==> config.mk <==
export PLATFORM = sky130hd
export DESIGN_NAME = tx_line_arbiter_flat
export DESIGN_NICKNAME = d
export VERILOG_FILES = /design/src/rtl/tx_arb_pkg.sv /design/src/rtl/tx_line_arbiter_if.sv /design/src/rtl/tx_src_edge.sv /design/src/rtl/tx_line_arbiter.sv /design/src/flat_wrapper.sv
export SDC_FILE = /design/constraint.sdc
export NUM_CORES = 1
export LEC_CHECK = 0
export CORE_MARGIN = 2
export CORE_UTILIZATION = 50
export CTS_CLUSTER_SIZE = 25
export DETAILED_ROUTE_END_ITERATION = 10
export GPL_TIMING_DRIVEN = 0
export PLACE_DENSITY_LB_ADDON = 0.2
export SLEW_MARGIN = 10
export SYNTH_ARGS = -nofsm -noshare
export SYNTH_HDL_FRONTEND = slang
export SYNTH_SLANG_ARGS = --single-unit
==> constraint.sdc <==
create_clock -name clk_sys -period 2.1 [get_ports clk_sys]
set_input_delay 0.42 -clock clk_sys [delete_from_list [all_inputs] [get_ports clk_sys]]
set_output_delay 0.42 -clock clk_sys [all_outputs]
set_load 0.1 [all_outputs]
==> src/rtl/tx_arb_pkg.sv <==
// rtl/tx_arb_pkg.sv - shared types, source indices and index helpers for the TX line arbiter
package tx_arb_pkg;

   typedef enum logic [1:0] {
      OWN_NONE = 2'b00,
      OWN_TAPE = 2'b01,
      OWN_MIDI = 2'b10,
      OWN_UART = 2'b11
   } owner_t;

   typedef enum logic {
      S_IDLE = 1'b0,
      S_OWN  = 1'b1
   } state_t;

   localparam int NUM_SRC = 3;

   localparam logic [1:0] SRC_TAPE = 2'd0;
   localparam logic [1:0] SRC_MIDI = 2'd1;
   localparam logic [1:0] SRC_UART = 2'd2;

   // Owner codes are source index + 1, so 00 stays free for "no owner".
   function automatic owner_t owner_of(input logic [1:0] idx);
      return owner_t'(idx + 2'd1);
   endfunction

   function automatic logic [1:0] src_of(input owner_t o);
      return 2'(o) - 2'd1;
   endfunction

endpackage

==> src/rtl/tx_line_arbiter_if.sv <==
// rtl/tx_line_arbiter_if.sv - source levels, enables and arbitrated line/status bundle
interface tx_line_arbiter_if
   import tx_arb_pkg::*;
#(
   parameter int DROP_W = 8
);
   logic [NUM_SRC-1:0]        src_en;
   logic                      tape_out;
   logic                      midi_out;
   logic                      uart_out;
   logic                      drop_clr;
   logic                      uart_tx;
   logic [1:0]                owner;
   logic                      busy;
   logic [NUM_SRC*DROP_W-1:0] drop_cnt;

   modport master (
      output src_en, tape_out, midi_out, uart_out, drop_clr,
      input  uart_tx, owner, busy, drop_cnt
   );

   modport slave (
      input  src_en, tape_out, midi_out, uart_out, drop_clr,
      output uart_tx, owner, busy, drop_cnt
   );
endinterface

==> src/rtl/tx_src_edge.sv <==
// rtl/tx_src_edge.sv - per-source previous-level register and enable-gated edge detect
module tx_src_edge (
   input  logic clk_i,
   input  logic rst_i,
   input  logic level_i,
   input  logic en_i,
   output logic edge_o,
   output logic level_o
);
   logic prev_q;

   // Tracks the level even while disabled so re-enabling never fakes an edge.
   always_ff @(posedge clk_i or posedge rst_i) begin
      if (rst_i) prev_q <= 1'b1;
      else       prev_q <= level_i;
   end

   assign edge_o  = en_i & (level_i ^ prev_q);
   assign level_o = level_i;
endmodule

==> src/rtl/tx_line_arbiter.sv <==
// rtl/tx_line_arbiter.sv - first-toggle-wins arbiter of tape/midi/uart onto one TX pin
module tx_line_arbiter
   import tx_arb_pkg::*;
#(
   parameter int HOLD_CYCLES = 84000,
   parameter int DROP_W      = 8
) (
   input  logic               clk_sys,
   input  logic               reset,
   tx_line_arbiter_if.slave   bus
);
   localparam int                 CNT_W    = $clog2(HOLD_CYCLES + 1);
   localparam logic [CNT_W-1:0]   CNT_TERM = CNT_W'(HOLD_CYCLES - 1);
   localparam logic [DROP_W-1:0]  DROP_MAX = '1;
   localparam logic [NUM_SRC-1:0] ONE_HOT0 = {{(NUM_SRC-1){1'b0}}, 1'b1};

   logic [NUM_SRC-1:0] src_lvl, lvl, edg;
   assign src_lvl = {bus.uart_out, bus.midi_out, bus.tape_out};

   for (genvar i = 0; i < NUM_SRC; i++) begin : g_src
      tx_src_edge u_edge (
         .clk_i   (clk_sys),
         .rst_i   (reset),
         .level_i (src_lvl[i]),
         .en_i    (bus.src_en[i]),
         .edge_o  (edg[i]),
         .level_o (lvl[i])
      );
   end

   state_t             state_q, state_d;
   owner_t             owner_q, owner_d;
   logic               tx_q, tx_d;
   logic               busy_q;
   logic [CNT_W-1:0]   cnt_q, cnt_d;
   logic [NUM_SRC-1:0] drop_inc;
   logic [DROP_W-1:0]  drop_q [NUM_SRC];
   logic [1:0]         win_idx, own_idx;

   assign win_idx = edg[SRC_UART] ? SRC_UART : (edg[SRC_MIDI] ? SRC_MIDI : SRC_TAPE);
   assign own_idx = src_of(owner_q);

   always_comb begin
      state_d  = state_q;
      owner_d  = owner_q;
      tx_d     = tx_q;
      cnt_d    = cnt_q;
      drop_inc = '0;
      case (state_q)
         S_IDLE: begin
            if (|edg) begin
               state_d  = S_OWN;
               owner_d  = owner_of(win_idx);
               tx_d     = lvl[win_idx];
               cnt_d    = '0;
               drop_inc = edg & ~(ONE_HOT0 << win_idx);
            end
         end
         S_OWN: begin
            drop_inc = edg & ~(ONE_HOT0 << own_idx);
            if (!bus.src_en[own_idx] ||
                (!edg[own_idx] && cnt_q == CNT_TERM && lvl[own_idx])) begin
               state_d = S_IDLE;
               owner_d = OWN_NONE;
               tx_d    = 1'b1;
               cnt_d   = '0;
            end else if (edg[own_idx]) begin
               tx_d  = lvl[own_idx];
               cnt_d = '0;
            end else if (cnt_q != CNT_TERM) begin
               cnt_d = cnt_q + 1'b1;
            end
         end
         default: state_d = S_IDLE;
      endcase
   end

   always_ff @(posedge clk_sys or posedge reset) begin
      if (reset) begin
         state_q <= S_IDLE;
         owner_q <= OWN_NONE;
         tx_q    <= 1'b1;
         cnt_q   <= '0;
         busy_q  <= 1'b0;
      end else begin
         state_q <= state_d;
         owner_q <= owner_d;
         tx_q    <= tx_d;
         cnt_q   <= cnt_d;
         busy_q  <= (state_d == S_OWN);
      end
   end

   // Clear beats a same-cycle increment.
   always_ff @(posedge clk_sys or posedge reset) begin
      if (reset) begin
         for (int i = 0; i < NUM_SRC; i++) drop_q[i] <= '0;
      end else if (bus.drop_clr) begin
         for (int i = 0; i < NUM_SRC; i++) drop_q[i] <= '0;
      end else begin
         for (int i = 0; i < NUM_SRC; i++)
            if (drop_inc[i] && drop_q[i] != DROP_MAX) drop_q[i] <= drop_q[i] + 1'b1;
      end
   end

   assign bus.uart_tx  = tx_q;
   assign bus.owner    = owner_q;
   assign bus.busy     = busy_q;
   assign bus.drop_cnt = {drop_q[SRC_UART], drop_q[SRC_MIDI], drop_q[SRC_TAPE]};
endmodule
==> src/flat_wrapper.sv <==
// flat-port wrapper written by rule: the top's interface ports become plain ports
module tx_line_arbiter_flat import tx_arb_pkg::*;
#(
   parameter int HOLD_CYCLES = 84000,
   parameter int DROP_W      = 8
)
  (clk_sys, reset, bus_src_en, bus_tape_out, bus_midi_out, bus_uart_out, bus_drop_clr, bus_uart_tx, bus_owner, bus_busy, bus_drop_cnt);
  tx_line_arbiter_if #(.DROP_W(DROP_W)) bus_i ();
  input  logic clk_sys;
  input  logic reset;
  input wire logic [$bits(bus_i.src_en)-1:0] bus_src_en;
  input wire logic [$bits(bus_i.tape_out)-1:0] bus_tape_out;
  input wire logic [$bits(bus_i.midi_out)-1:0] bus_midi_out;
  input wire logic [$bits(bus_i.uart_out)-1:0] bus_uart_out;
  input wire logic [$bits(bus_i.drop_clr)-1:0] bus_drop_clr;
  output wire logic [$bits(bus_i.uart_tx)-1:0] bus_uart_tx;
  output wire logic [$bits(bus_i.owner)-1:0] bus_owner;
  output wire logic [$bits(bus_i.busy)-1:0] bus_busy;
  output wire logic [$bits(bus_i.drop_cnt)-1:0] bus_drop_cnt;
  assign bus_i.src_en = bus_src_en;
  assign bus_i.tape_out = bus_tape_out;
  assign bus_i.midi_out = bus_midi_out;
  assign bus_i.uart_out = bus_uart_out;
  assign bus_i.drop_clr = bus_drop_clr;
  assign bus_uart_tx = bus_i.uart_tx;
  assign bus_owner = bus_i.owner;
  assign bus_busy = bus_i.busy;
  assign bus_drop_cnt = bus_i.drop_cnt;
  tx_line_arbiter #(.HOLD_CYCLES(HOLD_CYCLES), .DROP_W(DROP_W)) u_core (.clk_sys(clk_sys), .reset(reset), .bus(bus_i));
endmodule
==> results.md <==
- In the final timing run, aggregate negative setup slack is 0 ns.
- The element type at the critical path start is a flip-flop.
- Setup slack on the worst reg-to-reg path comes out at 0.01 ns.
- For the worst setup path, the data required time is 2.29 ns.
- Hold is met by 0.3879 ns.
- The floorplan step defined a die boundary enclosing 6721 um2.
- Power spread over the standard cell area amounts to 949.5 nW/um2.
- The hold violation total from the final report is 0.
- The final critical-path share of the clock period is 0.9952.
- The global placer's final weighted congestion is 0.9074.
- The clock input transition at the sequential cells of the worst setup and hold paths is 0.10 ns.
- The root buffer cell chosen for the clock tree is clkbuf_8.
- The destination of the worst register-to-register timing path is u_core.cnt_q[11].
- Dividing the detail-routed wire length by the instance count gives 17.78 um.
- dfrtp_1 takes more of the synthesized area than any other cell.
- The sequential cell area is 1241 um2.
- In this run the worst hold path is classified as primary input to async pin.
- The most critical setup path has its startpoint at u_core.g_src[2].u_edge.prev_q.
- Derived from the worst setup path, the maximum achievable clock frequency is 0.4785 GHz.
- The clock tree from TritonCTS is built.
- The global-route usage over all layers is 0.2488.
- The type of the worst setup path is flip-flop to flip-flop.
- The worst reg-to-reg path cell count is 6.
- The fraction of layout instances using a drive strength above 1 is 0.3013.
- After synthesis, the cell types taking the most area are dfrtp_1 (36%), nor2_1 (3.7%), nand3_1 (3.6%), dfstp_2 (3.5%), xnor2_1 (3.5%).
- When the netlist entered floorplanning its net count stood at 350.
- The register bit total from synthesis is 48.
- The final-report setup violation count is 0.
- The clock period minus final worst setup slack is 2.090 ns.
- The busiest layer in global routing is met2.
- For the worst-skew pair, the clock arrives at the later sink with an insertion delay of 0.31 ns.
- Setup repair after global routing could not meet its margin everywhere.
- The first global-routing pass estimated 12990 um of wire.
- Of the total synthesized cell area, the portion taken by full adders, half adders and majority gates is 0.02881.
- Buffers inserted during clock tree synthesis total 5.
- The critical path depth is 6.
- The number of buffers between clock root and the deepest sink is 2.
- Counting instances in the post-synthesis netlist gives the leading cell types as dfrtp_1 (44), nor2_1 (30), nand2_1 (27), nand3_1 (22), nand4_1 (16).
- The cell area after synthesis is 3040 um2.
- The max-cap violation count is 0.
- The final wirelength is 8358 um.
- The share of synthesized registers carrying an async set or reset is 1.000.
- The core region is 5886 um2.
- The slowest stage of the critical path belongs to the cell dfstp_2.
- Hold repair after CTS inserted 0 buffers.
- The cell family contributing the most delay on the critical path is compound AO/OA/AOI/OAI gates.
- In this run the horizontal extent of the chip is 81.98 um.
- The remaining antenna violation count after routing is 0.
- The net count of the finished layout is 410.
- The via count of the first global-routing pass is 2705.
- The worst-path maximum fanout is 7.
- The average cell area after synthesis is 9.103 um2.
- For met3 alone, demand over resource in global routing was 0.03516.
- The synthesized-area fraction occupied by xor and xnor cells is 0.04568.
- The first routing iteration left 237 violations.
- Counting both buffers and inverters, the worst setup path holds a total of 1.
- The compound-cell area share of the yosys netlist came to 0.1498.
- The number of antenna diodes is 0.
- The count of buffers added on input and output ports is 35.
- The synthesis warning total is 0.
- The mux cell area share after synthesis is 0.05226.
- Entering global routing, the biggest net connects 35 pins.
- IR analysis of the VDD net gives a maximum drop of 1.072 mV.
- The leakage power is 0.001665 uW.
- For this run, global-route usage on met1 was measured as 0.3285.
- The arrival time reported for the critical path endpoint is 2.28 ns.
- In this run, distinct cell masters in the synthesized netlist total 57.
- The height of the chip is 81.98 um.
- The prevailing post-synth register cell is dfrtp_1.
- In this run the critical register-to-register path is launched from u_core.g_src[2].u_edge.prev_q.
- The number of iterations in the first detailed-routing pass is 4.
- 37 I/O pins were placed.
- The run finished with clean final reports.
- The aggregate global routing overflow is 0.
- Following the worst setup path forward leads to its endpoint at u_core.cnt_q[11].
- Of the post-synthesis cell area, the dominant cell type holds 0.3621.
- The transition time at the pin with the least slew margin is 0.9707 ns.
- The headroom to the max-slew limit is 0.3554.
- The detailed placement HPWL is 5367 um.
- The number of instances in the synthesized netlist is 334.
- Across the routed clock network, the largest skew measured is 0.007607 ns.
- The H-tree generated during clock tree synthesis spans 2 levels.
- The tree built by TritonCTS fans out to 48 sinks.
- In the final layout, the multi-input gates occupy 1999 um2.
- The longest individual stage delay on the worst path is 0.60 ns.
- The endpoint type of the worst setup path is a flip-flop.
- Of the synthesized area, sequential elements account for 0.3967.
- Counting flops with a built-in enable in the synthesized netlist gives 0.
- The signal on the critical path passes through xor2_4, a222oi_1, buf_4, nand2_2, a31oi_1, o211ai_1.
- The most frequent cell after synthesis is dfrtp_1.
- The total number of placement rows is 28.
- The max-slew violation count is 0.
- For this run, global-route usage on met2 was measured as 0.4285.
- The effective utilization at floorplan is 0.5166.
- By area, the combinational part of the netlist is dominated by simple AND/OR/NAND/NOR gates.
- The total of fill cells in the finished design is 478.
- The simple-gate share of the synthesized area is 0.2889.
- The area growth from synthesis to layout is 35.02%.
- The number of antenna violations at the first check in global routing is 0.
- Across all layers, the routed design uses 2921 vias.
- The remaining design rule violation count is 0.
- The mean number of vias per cell is 6.215.
-- power by group --
| group | total (uW) | switching [uW] | internal (uW) |
|---|---|---|---|
| Sequential | 1100 | 80.4 | 1020 |
| Combinational | 2190 | 1360 | 824 |
| Clock | 609 | 339 | 270 |
-- registers in the layout, summed over array words and instances (netlist names) --
name                        flops
u_core.bus.drop_cnt            24
u_core.g_src.u_edge.prev_q      3
u_core.state_q                  1
u_core.cnt_q                   17
u_core.bus.owner                2
u_core.bus.uart_tx              1
-- metal layers --
layer	wire, um	share of wire
met3	382	0.046
met1	3628	0.43
met2	4256	0.51
met5	0	0
met4	89	0.011
-- worst min path at each step --
stage	from	endpoint	cells after the start
floorplan	bus_tape_out	u_core.g_src[0].u_edge.prev_q	0
global placement	u_core.bus.uart_tx	u_core.bus.uart_tx	2
detailed placement	u_core.bus.uart_tx	u_core.bus.uart_tx	2
global route	reset	u_core.bus.drop_cnt[21]	2
finish	reset	u_core.bus.drop_cnt[21]	2
CTS	reset	u_core.bus.drop_cnt[12]	2
-- through the flow --
stage | cell area (um2) | worst slack (ns) | util | power (uW) | instances
after CTS | 3964 | -0.004692 | 0.6735 | 3737 | 466
after global placement | 3665 | -0.8062 | 0.6227 | 2845 | 444
after detailed placement | 3685 | -0.6679 | 0.6261 | 2864 | 445
final | 4105 | 0.01005 | 0.6975 | 3898 | 470
after global routing | 4105 | -0.07167 | 0.6975 | 4070 | 470
after floorplan | 3221 | -0.1463 | - | 2487 | 334
-- cell usage in the layout, fill, tap and decap left out, types with 5 or more instances in the layout --
cell type       n
and2_1          5
nor2b_1        13
nand2b_1        5
xnor2_1        12
nand4_1        16
clkbuf_8        8
mux2i_1         6
dfrtp_1        26
dfrtp_2        13
and3_1          6
a31oi_1         9
buf_4          17
nand3_1        19
dlygate4sd2_1  25
dfrtp_4         5
inv_1           9
ha_1            5
nand2_1        24
nor2_1         29
clkbuf_1        5
a21oi_1         5
-- kinds of logic (layout without fill, tap and decap cells) --
| group | after synthesis | after routing |
|---|---|---|
| AOI/OAI and AO/OA | 59 | 59 |
| xor gates and xnor gates | 15 | 15 |
| adders and majority gates | 7 | 7 |
| buffers and inverters | 29 | 90 |
| DFF | 48 | 48 |
| muxes | 15 | 15 |
| and+or+nand+nor | 161 | 161 |
-- area by class of cell --
class	count	share of cell area
inverter	12	0.01280
timing repair buffer	56	0.1189
multi-input combinational	257	0.4870
clock buffer	6	0.02012
tap	75	0.02286
clock inverter	2	0.003353
buffer	14	0.03261
sequential	48	0.3023
-- what timing repair did --
action / CTS / global route
endpoints found under the setup margin: 66 / 42
pin swaps: 8 / 10
resized for setup: 60 / 33
cloned: 2 / 0
buffers inserted: 14 / 5
Note: power is estimated with default switching activity, not from simulation.
